`config.mk`:
```
export PLATFORM = sky130hd
export DESIGN_NAME = sequence_generator
export DESIGN_NICKNAME = d
export VERILOG_FILES = /design/src/rtl/seqgen_pkg.sv /design/src/rtl/seq_piso.sv /design/src/rtl/sequence_generator.sv
export SDC_FILE = /design/constraint.sdc
export NUM_CORES = 1
export LEC_CHECK = 0
export CORE_MARGIN = 2
export CORE_UTILIZATION = 24
export DETAILED_ROUTE_END_ITERATION = 6
export PLACE_DENSITY = 0.45
export SLEW_MARGIN = 20
export SYNTH_ARGS = -nofsm -noshare
export SYNTH_HDL_FRONTEND = slang
export SYNTH_HIERARCHICAL = 1
export SYNTH_SLANG_ARGS = --single-unit
```
`constraint.sdc`:
```
create_clock -name clock_i -period 2.5 [get_ports clock_i]
set_input_delay 0.5 -clock clock_i [delete_from_list [all_inputs] [get_ports clock_i]]
set_output_delay 0.5 -clock clock_i [all_outputs]
set_load 0.01 [all_outputs]
```
`src/rtl/seqgen_pkg.sv`:
```
// Shared definitions for the serial pattern transmitter and its detector partner.
package seqgen_pkg;

  typedef enum logic [1:0] {
    S_IDLE = 2'd0,
    S_SEND = 2'd1,
    S_GAP  = 2'd2
  } seqgen_state_e;

  // Default frame, also the pattern the detector is built to recognise.
  localparam logic [3:0] SEQ_DEF_PATTERN = 4'b1011;

endpackage

```
`src/rtl/seq_piso.sv`:
```
// Parallel-load, serial-out shift register; MSB is presented first.
module seq_piso #(
  parameter int W = 4
) (
  input  logic         clock_i,
  input  logic         reset_ni,
  input  logic         load_i,
  input  logic         shift_i,
  input  logic [W-1:0] data_i,
  output logic         msb_o
);

  logic [W-1:0] sr_q;

  // Load has priority over shift; shifting fills with zero from the bottom.
  always_ff @(posedge clock_i or negedge reset_ni) begin
    if (!reset_ni) begin
      sr_q <= '0;
    end else if (load_i) begin
      sr_q <= data_i;
    end else if (shift_i) begin
      sr_q <= {sr_q[W-2:0], 1'b0};
    end
  end

  assign msb_o = sr_q[W-1];

endmodule

```
`src/rtl/sequence_generator.sv`:
```
// Serial pattern transmitter: sends a latched frame MSB-first, repeated a
// programmable number of times with a programmable idle gap between frames.
//
//   state  | meaning
//   S_IDLE | waiting for start; done pulses here for one cycle after a burst
//   S_SEND | a frame bit is on sequence_o (valid_o=1)
//   S_GAP  | idle cycles between frames (valid_o=0, busy_o=1)
module sequence_generator
  import seqgen_pkg::*;
#(
  parameter int PAT_W = 4,
  parameter int CNT_W = 4,
  parameter int GAP_W = 3,
  parameter logic [PAT_W-1:0] DEF_PATTERN = PAT_W'(SEQ_DEF_PATTERN)
) (
  input  logic             clock_i,
  input  logic             reset_ni,
  input  logic             start_i,
  input  logic             use_default_i,
  input  logic [PAT_W-1:0] pattern_i,
  input  logic [CNT_W-1:0] repeat_count_i,
  input  logic [GAP_W-1:0] gap_len_i,
  input  logic             abort_i,
  output logic             sequence_o,
  output logic             valid_o,
  output logic             busy_o,
  output logic             done_o
);

  localparam int BW = $clog2(PAT_W);
  localparam logic [BW-1:0]    BIT_LAST   = BW'(PAT_W - 1);
  localparam logic [CNT_W-1:0] FRAMES_ONE = CNT_W'(1);
  localparam logic [GAP_W-1:0] GAP_ONE    = GAP_W'(1);

  seqgen_state_e    state_q;
  logic [PAT_W-1:0] pat_q;
  logic [CNT_W-1:0] frames_q;
  logic [GAP_W-1:0] gap_len_q;
  logic [GAP_W-1:0] gap_cnt_q;
  logic [BW-1:0]    bit_q;
  logic             seq_q;
  logic             valid_q;
  logic             busy_q;
  logic             done_q;

  logic [PAT_W-1:0] pat_sel_d;
  logic [CNT_W-1:0] frames_init_d;
  logic             accept;
  logic             last_bit;
  logic             reload;
  logic             first_bit;
  logic             piso_load;
  logic             piso_shift;
  logic [PAT_W-1:0] piso_data;
  logic             piso_msb;

  // Decode which edge starts a frame or advances the shift register.
  // The shift register is loaded pre-shifted by one: the MSB goes straight
  // to the output register on the frame-start edge, so the register then
  // only has to supply the remaining bits.
  always_comb begin
    pat_sel_d     = use_default_i ? DEF_PATTERN : pattern_i;
    frames_init_d = (repeat_count_i == '0) ? FRAMES_ONE : repeat_count_i;
    accept        = (state_q == S_IDLE) && start_i && !abort_i;
    last_bit      = (bit_q == BIT_LAST);
    reload        = ((state_q == S_SEND) && !abort_i && last_bit &&
                     (frames_q != FRAMES_ONE) && (gap_len_q == '0)) ||
                    ((state_q == S_GAP) && !abort_i && (gap_cnt_q == GAP_ONE));
    first_bit     = accept ? pat_sel_d[PAT_W-1] : pat_q[PAT_W-1];
    piso_load     = accept || reload;
    piso_data     = accept ? {pat_sel_d[PAT_W-2:0], 1'b0} : {pat_q[PAT_W-2:0], 1'b0};
    piso_shift    = (state_q == S_SEND) && !abort_i && !last_bit;
  end

  seq_piso #(
    .W(PAT_W)
  ) u_piso (
    .clock_i  (clock_i),
    .reset_ni (reset_ni),
    .load_i   (piso_load),
    .shift_i  (piso_shift),
    .data_i   (piso_data),
    .msb_o    (piso_msb)
  );

  // Main sequencer: state, frame/gap counters and all registered outputs.
  always_ff @(posedge clock_i or negedge reset_ni) begin
    if (!reset_ni) begin
      state_q   <= S_IDLE;
      pat_q     <= '0;
      frames_q  <= '0;
      gap_len_q <= '0;
      gap_cnt_q <= '0;
      bit_q     <= '0;
      seq_q     <= 1'b0;
      valid_q   <= 1'b0;
      busy_q    <= 1'b0;
      done_q    <= 1'b0;
    end else begin
      done_q <= 1'b0;
      case (state_q)
        S_IDLE: begin
          if (accept) begin
            pat_q     <= pat_sel_d;
            frames_q  <= frames_init_d;
            gap_len_q <= gap_len_i;
            gap_cnt_q <= '0;
            bit_q     <= '0;
            seq_q     <= first_bit;
            valid_q   <= 1'b1;
            busy_q    <= 1'b1;
            state_q   <= S_SEND;
          end
        end
        S_SEND: begin
          if (abort_i) begin
            state_q  <= S_IDLE;
            frames_q <= '0;
            bit_q    <= '0;
            seq_q    <= 1'b0;
            valid_q  <= 1'b0;
            busy_q   <= 1'b0;
          end else if (!last_bit) begin
            bit_q <= bit_q + BW'(1);
            seq_q <= piso_msb;
          end else if (frames_q == FRAMES_ONE) begin
            state_q  <= S_IDLE;
            frames_q <= '0;
            bit_q    <= '0;
            seq_q    <= 1'b0;
            valid_q  <= 1'b0;
            busy_q   <= 1'b0;
            done_q   <= 1'b1;
          end else begin
            frames_q <= frames_q - FRAMES_ONE;
            bit_q    <= '0;
            if (reload) begin
              // Zero gap: next frame follows with no bubble.
              seq_q <= first_bit;
            end else begin
              gap_cnt_q <= gap_len_q;
              seq_q     <= 1'b0;
              valid_q   <= 1'b0;
              state_q   <= S_GAP;
            end
          end
        end
        S_GAP: begin
          if (abort_i) begin
            state_q   <= S_IDLE;
            frames_q  <= '0;
            gap_cnt_q <= '0;
            busy_q    <= 1'b0;
          end else if (gap_cnt_q == GAP_ONE) begin
            gap_cnt_q <= '0;
            seq_q     <= first_bit;
            valid_q   <= 1'b1;
            state_q   <= S_SEND;
          end else begin
            gap_cnt_q <= gap_cnt_q - GAP_ONE;
          end
        end
        default: begin
          state_q <= S_IDLE;
          seq_q   <= 1'b0;
          valid_q <= 1'b0;
          busy_q  <= 1'b0;
        end
      endcase
    end
  end

  assign sequence_o = seq_q;
  assign valid_o    = valid_q;
  assign busy_o     = busy_q;
  assign done_o     = done_q;

endmodule

```
* After elaboration in Yosys (flattened, before gate mapping) *
Index checks and enable logic that the tools add are counted.

storage, ports and cells
  register bits = 26
  bits of input ports = 16
  output and inout bits = 4
  logic and storage cells = 116

operators by class
  add/sub/neg operators = 3
  equality and inequality tests = 18
  muxes and demuxes = 57
  reductions and logical operators = 27

operators by type and width
  operator               number
  $mux W4                10
  $mux W1                23
  $mux W3                7
  $mux W2                10
  $ne A2 B2 Y1 const B   7
  $pmux W4 S3            1
  $reduce_and A4 Y1      3
  $logic_and A1 B1 Y1    9
  $pmux W1 S3            3
  $pmux W3 S3            1
  $ne A3 B2 Y1 const B   2
  $pmux W2 S3            1
  $reduce_and A6 Y1      1
  $reduce_and A5 Y1      1
  $eq A2 B2 Y1 const B   2
  $eq A4 B1 Y1 const B   1
  $logic_not A4 Y1       1
  $ne A4 B1 Y1 const B   1
  $ne A4 B3 Y1 const B   1
  $pmux W2 S2            1
  $reduce_and A2 Y1      2
  $reduce_bool A2 Y1     2
  $sub A4 B1 Y4 const B  1
  $eq A3 B1 Y1 const B   1
  other kinds (11)       13

* Depth between registers and ports, before layout *
  depth after elaboration = 11
  depth in mapped cells = 8
  gate-level depth less buffers = 7

* Cells and area by module *
The synthesis kept the hierarchy.

by module, submodules not included
  module              instances  cells each  area each (um2)  seq. area each (um2)
  sequence_generator  1          152         1423.9           550.5
  seq_piso            1          15          168.9            100.1

* Least setup slack after synthesis *
OpenSTA, ideal clock, no wires.

  path type = reg-to-reg
  start point = register state_q[1]
  end point = register state_q[1]
  setup time = 125 ps
  arrival time = 1965 ps
  data required time = 2375 ps
  path slack = 410 ps
  stages on the path, launching flop included = 8
  buffers on the path = 1
  period minus slack after synthesis = 2090 ps
  path through = dfrtp_1 > inv_1 > ha_1 > buf_2 > nor3b_1 > a21oi_1 > nand3_1 > mux2_2

on the way
  longest elaborated chain between the ends = 8
  elaborated cells on any way between the ends = 18
  those cells by class = eq/ne: 6; mux: 1; reduce/logical: 11

RTL lines
  what                               RTL line                                             RTL
  start: declaration                 sequence_generator.sv:35                             seqgen_state_e state_q;
  start signal: assignment           sequence_generator.sv:89                             state_q <= S_IDLE;
  start signal: assignment           sequence_generator.sv:112                            state_q <= S_SEND;
  start signal: assignment           sequence_generator.sv:117                            state_q <= S_IDLE;
  $eq A2 B1 Y1                       sequence_generator.sv:66, sequence_generator.sv:101
  $logic_and A1 B1 Y1 (3 in series)  sequence_generator.sv:66                             reload = ((state_q == S_SEND) && !abort_i && last_bit &&
  $logic_and A1 B1 Y1                sequence_generator.sv:67                             (frames_q != FRAMES_ONE) && (gap_len_q == '0)) ||
  $logic_or A1 B1 Y1                 sequence_generator.sv:67
  $ne A4 B3 Y1 (no line)             -
  $reduce_and A4 Y1 (no line)        -

Several ways; a longest one is shown, not always the timed one.
A chain may end at the register's enable or synchronous reset.

* Final worst setup path *
  start point = register bit_q[0]
  end point = register state_q[1]

on the way
  longest elaborated chain between the ends = 7
  elaborated cells on any way between the ends = 8
  those cells by class = eq/ne: 3; reduce/logical: 5

RTL lines
  what                               RTL line                   RTL
  start: declaration                 sequence_generator.sv:40   logic [BW-1:0] bit_q;
  start signal: assignment           sequence_generator.sv:124  bit_q <= bit_q + BW'(1);
  $eq A2 B2 Y1 (*)                   sequence_generator.sv:65   last_bit = (bit_q == BIT_LAST);
  $logic_and A1 B1 Y1 (2 in series)  sequence_generator.sv:66
  $logic_and A1 B1 Y1                sequence_generator.sv:67
  $logic_or A1 B1 Y1                 sequence_generator.sv:67
  $ne A4 B3 Y1 (no line)             -
  $reduce_and A4 Y1 (no line) (*)    -

Every way passes the cells marked *; elsewhere a longest branch is shown, timed or not.

==> impl_metrics.ini <==
[drt]
drt-initial-drc-count = 23
ant_nets = 0
drc_errors = 0
wirelength_um = 3670
drtPass1Iterations = 4
wire_per_inst_um = 13.5
via_per_inst = 4.75
wl_met2_um = 1730
via_count = 1296
top_layer = met4
wl_met3_um = 144
drt-met1-wl_um = 1750

[clocking]
cts.sinks = 26
cts_tree = yes
clkTransAtPathRegs_ns = 0.10
htreeDepth = 1
cts-hold-fix-buffers = 0
post_cts_buffers = 0
numCtsBuffers = 3
clock_latency_ns = 0.28
cts_buffer_depth = 2
cts_resized = 0
ctsRootBufferMaster = clkbuf_8

[run]
drv_cap = 0

[critical_path]
worstPathMaxFanout = 5
startpoint = bit_q[0]
timing.rr.end = state_q[1]
crit_buf_inv = 0
slowest_stage = or4b_4
cp-end-kind = flop
path_cells = ha_1 -> or4b_4 -> a221o_1 -> nand3_1 -> mux2_2
arrival_ns = 2.32
path_class = reg2reg
cpLargestDelayFamily = simple AND/OR/NAND/NOR gates
cp_data_required_time_ns = 2.68
r2r_setup_slack_ns = 0.36
critPathLaunchType = flop
reg2reg_depth = 5
slowest_delay_ns = 0.52
cp.depth = 5
cp-endpoint = state_q[1]
r2r-start = bit_q[0]

[timing]
finalCriticalPeriod_ns = 2.14
report.final.slew_viol_count = 0
fmax_mhz = 467
fin_worst_skew_ns = 0.00665
rsz0062_at_grt = no
finalSetupTns_ns = 0
min_period_over_period_pct = 85.6
finalSetupViolCount = 0
hold_violations = 0

[finish]
diodes = 0
drive_above_1_share_pct = 14.3
instances_no_fill = 273
synthToLayoutAreaGrowth_pct = 25.3
layout_common_cells = dfrtp_1, nand2_1, clkdlybuf4s50_1
final_common_cell = dfrtp_1
fin_nets = 222

[logic_synthesis]
ys_seq_area_share_pct = 40.8
synth_edf_count = 0
synth.ff_latch_count = 26
avgSynthCellArea_um2 = 9.54
syn_inst = 167
yosys_warnings = 6
syn_nets = 192
async_reset_ff_share_pct = 100
synth_area_mm2 = 0.00159
ys.flop_type = dfrtp_1
yosys.cell_types.count = 43

[global_route]
grt_overflow = 0
grt_start_max_net_pins = 27
antenna_found_initial = 0
grtUsageTotal_pct = 10.7
grt_pass1_vias = 1297
grt_pass1_wl_um = 6150

[power]
p_leak_nw = 0.872
vdd.ir_drop.worst_uv = 289
powerDensity_mw_per_mm2 = 1050

[place]
dpl.hpwl_um = 2840
place_inst = 269
globalplace.congestion = 0.803
io_buffers = 19

[min_path]
hold_class = reg2reg
hold_depth = 2

[floorplan]
design.core.area_mm2 = 0.00639
die_w_um = 85.5
initial_core_util_pct = 24.9
die_y_um = 85.5
dieArea_mm2 = 0.00730
rows = 29
pin_count = 20

[run_status]
outcome = completed
flip-flops by register name, summed over array words and instances, names as in the netlist:
name / cells
frames_q: 4
pat_q: 4
u_piso/sr_q: 4
gap_cnt_q: 3
gap_len_q: 3
bit_q: 2
state_q: 2
busy_o: 1
done_o: 1
sequence_o: 1
valid_o: 1
stage by stage:
step                      utilization [%]  hold WS, ns  area [um2]  total power, mW  setup WS [ns]
after floorplan                         -        0.204        1590             1.47          0.410
after global placement               30.4        0.451        1940             1.83          0.223
after detailed placement             30.4        0.461        1940             1.83          0.201
after CTS                            31.3        0.483        2000             2.12          0.373
after global routing                 31.3        0.510        2000             2.28          0.308
final                                31.3        0.476        2000             2.09          0.360
cell usage after synthesis (2+ instances only):
| cell | count | area share (%) |
|---|---|---|
| nor2_1 | 9 | 2.1 |
| o32a_1 | 2 | 1.3 |
| inv_1 | 11 | 2.6 |
| dfrtp_1 | 26 | 41 |
| nand3_1 | 3 | 0.94 |
| o211ai_1 | 2 | 0.94 |
| a21oi_1 | 5 | 1.6 |
| buf_2 | 2 | 0.63 |
| o21ai_1 | 3 | 0.94 |
| nand2_1 | 19 | 4.5 |
| nand4_1 | 2 | 0.79 |
| o21bai_1 | 2 | 0.94 |
| nor2b_1 | 5 | 2.0 |
| nor3b_1 | 3 | 1.4 |
| a22o_1 | 3 | 1.6 |
| ha_1 | 9 | 7.1 |
| nand3b_1 | 2 | 0.94 |
| o22ai_1 | 2 | 0.79 |
| a31oi_1 | 2 | 0.79 |
| clkbuf_1 | 3 | 0.71 |
| o21ai_0 | 14 | 4.4 |
| mux2i_1 | 6 | 3.8 |
| o2bb2ai_1 | 3 | 1.6 |
| mux2_2 | 7 | 4.9 |
| nand2b_1 | 4 | 1.6 |
how the worst min path moves through the flow:
stage                     startpoint  endpoint  slack, ns
after floorplan             reset_ni  bit_q[0]       0.20
after global placement      pat_q[1]  pat_q[1]       0.45
after detailed placement    pat_q[2]  pat_q[2]       0.46
after CTS                   pat_q[2]  pat_q[2]       0.48
after global routing        bit_q[1]  bit_q[1]       0.51
final                       pat_q[2]  pat_q[2]       0.48
worst register-to-register path: cells and delay by family, from the launching register on:
family	cells	cell delay (ns)
muxes	1	0.35
DFF	1	0.42
AOI/OAI and AO/OA	1	0.34
and+or+nand+nor	2	0.64
adders and majority gates	1	0.28
metal layers:
| layer | vias up | track usage, % |
|---|---|---|
| li1 | 654 | - |
| met1 | 606 | 14.0 |
| met2 | 31 | 18.0 |
| met3 | 5 | 1.56 |
| met4 | 0 | 3.46 |
| met5 | - | 0 |
cells by family (layout without fill, tap and decap cells):
| logic type | count (synthesis) | count (layout) | synth area share (%) |
|---|---|---|---|
| muxes | 13 | 13 | 8.72 |
| DFF | 26 | 26 | 40.8 |
| and+or+nand+nor | 56 | 56 | 20.0 |
| buffers and inverters | 16 | 45 | 3.93 |
| AOI/OAI and AO/OA | 46 | 46 | 19.2 |
| other | 1 | 1 | 0.235 |
| adders and majority gates | 9 | 9 | 7.07 |
layout make-up:
cell class,instances,area (um2)
fill,678,4390
multi-input combinational,125,880
sequential,26,651
timing repair buffer,30,273
tap,77,96.3
clock buffer,4,55.1
inverter,11,41.3
where the power goes:
group	internal, mW	leakage, nW	switching (mW)
Combinational	0.532	0.515	0.545
Clock	0.141	0.0288	0.148
Sequential	0.599	0.328	0.128
Power figures use the tool's default switching activity.
==> edit, RTL diff (same settings) <==
Put one more register stage on the output `valid_o`, with the module's reset. The value now appears one clock later. The other outputs are not delayed to match. Comments in the files are not updated.
--- a/src/rtl/sequence_generator.sv
+++ b/src/rtl/sequence_generator.sv
@@ -173,3 +173,9 @@
   assign sequence_o = seq_q;
-  assign valid_o    = valid_q;
+  always_ff @(posedge clock_i or negedge reset_ni) begin
+    if (!reset_ni) begin
+      valid_o <= '0;
+    end else begin
+      valid_o <= valid_q;
+    end
+  end
   assign busy_o     = busy_q;
Behaviour: not the same (Yosys sat finds a counterexample within 4 cycles, from zero or initial values and one cycle with reset_ni low).
==> edit against the unedited design <==
Die area decreased by 0.46%. Total power fell by 4.2%. Hold slack worse by 81 ps. Wire length fell by 5.9%. Setup slack lost 8.8 ps. Area after synthesis fell by 0.47%. Sequential cell count up 1. Design area is 2.4% lower. Critical path type is now in -> reg.
==> edit: results <==
group,metric,value,unit
run_status,outcome,"complete, no violations",
clocking,numCtsBuffers,3,
critical_path,r2r_cells,6,
pwr,ir_drop,0.334,mV
place,finalWeightedCongestion,0.697,
finish,diodes,0,
logic_synthesis,synth_warnings,6,
min_path,holdPathEnd,"valid_o",
global_route,grt_pass1_vias,1154,
logic_synthesis,synth.area.top_cells,"dfrtp_1, ha_1, mux2i_1, nand2_1, mux2_2",
place,placed_area,0.00190,mm²
critical_path,path_delay_family,"simple AND/OR/NAND/NOR gates",
critical_path,slowest_delay,610,ps
logic_synthesis,synth_nets,179,
detailed_routing,dr.pass1.iters,4,
pwr,p_leak,0.857,nW
global_route,grt_pass1_wl,5.83,mm
place,place_hpwl,2.57,mm
detailed_routing,vias_per_cell,4.65,
global_route,grt_max_degree,28,
finish,drive_gt1_share,12.8,%
logic_synthesis,synth_cell_types,46,
critical_path,startpoint,"abort_i",
timing,finalClockSkew,13.6,ps
logic_synthesis,seq_area_frac_synth,42.6,%
finish,fin_nets,206,
critical_path,endpoint,"gap_cnt_q[2]",
critical_path,r2r-start,"frames_q[1]",
critical_path,r2r_slack,380,ps
critical_path,worstReg2RegEnd,"valid_q",
detailed_routing,drtIter0Drc,65,
clocking,clk_latency,290,ps
clocking,cts_setup_buffers,0,
critical_path,arrival,2320,ps
min_path,worstHoldStart,"valid_q",
clocking,path_clk_slew,110,ps
global_route,grt_util_all_layers,10.1,%
detailed_routing,postRouteWirelength,3.46,mm
logic_synthesis,synthTopCellsByCount,"dfrtp_1, nand2_1, inv_1",
min_path,worstHoldPathCells,0,
critical_path,worstPathMaxFanout,9,
finish,largest_registers,"frames_q x4, pat_q x4, u_piso/sr_q x4",
global_route,antenna_found_initial,0,
critical_path,cp_slowest_cell,"nor2b_1",
edit: layout make-up:
class	instances	area [µm²]
Inverter	11	41.3
Multi-Input combinational cell	112	842
Timing Repair Buffer	26	243
Fill cell	673	4440
Clock inverter	1	8.76
Clock buffer	3	41.3
Sequential cell	27	676
Tap cell	77	96.3
edit: worst register-to-register path: cells and delay by family (launching register included):
kind,cells,cell delay (ps)
adder cells (fa/ha/maj),1,130
flip-flops,1,410
AND/OR/NAND/NOR,2,810
multiplexers,1,350
AO/OA/AOI/OAI,1,240
buffers and inverters,1,80
edit: per-stage QoR:
step / util, % / worst slack, ps / std cells / total power, mW / hold WS [ps]
2_1_floorplan: - / 613 / 154 / 1.45 / 204
6_report: 30.5 / 351 / 257 / 2.01 / 395
3_5_place_dp: 29.7 / 49.1 / 253 / 1.76 / 375
3_3_place_gp: 29.7 / 86.9 / 253 / 1.76 / 377
4_1_cts: 30.5 / 329 / 257 / 2.04 / 403
5_1_grt: 30.5 / 155 / 257 / 2.20 / 418
edit: metal layers:
layer	track usage (%)	routed length, µm	vias up	share of wire (%)
met5	0	0	-	0
met4	1.73	15	0	0.43
met3	2.63	148	2	4.3
met2	15.3	1520	19	44
met1	14.6	1770	573	51
li1	-	-	602	-
edit: kinds of logic (layout without fill, tap and decap cells):
logic type / after synthesis / count (layout) / synth area share, %
buffers and inverters: 15 / 41 / 4.26
other: 1 / 1 / 0.237
muxes: 14 / 14 / 9.47
adders and majority gates: 9 / 9 / 7.10
DFF: 27 / 27 / 42.6
and+or+nand+nor: 47 / 47 / 16.3
AOI/OAI and AO/OA: 41 / 41 / 20.0
edit: power by group:
group / total, mW / internal (mW) / switching (mW)
Sequential: 0.730 / 0.616 / 0.114
Combinational: 1.00 / 0.493 / 0.510
Clock: 0.272 / 0.117 / 0.155
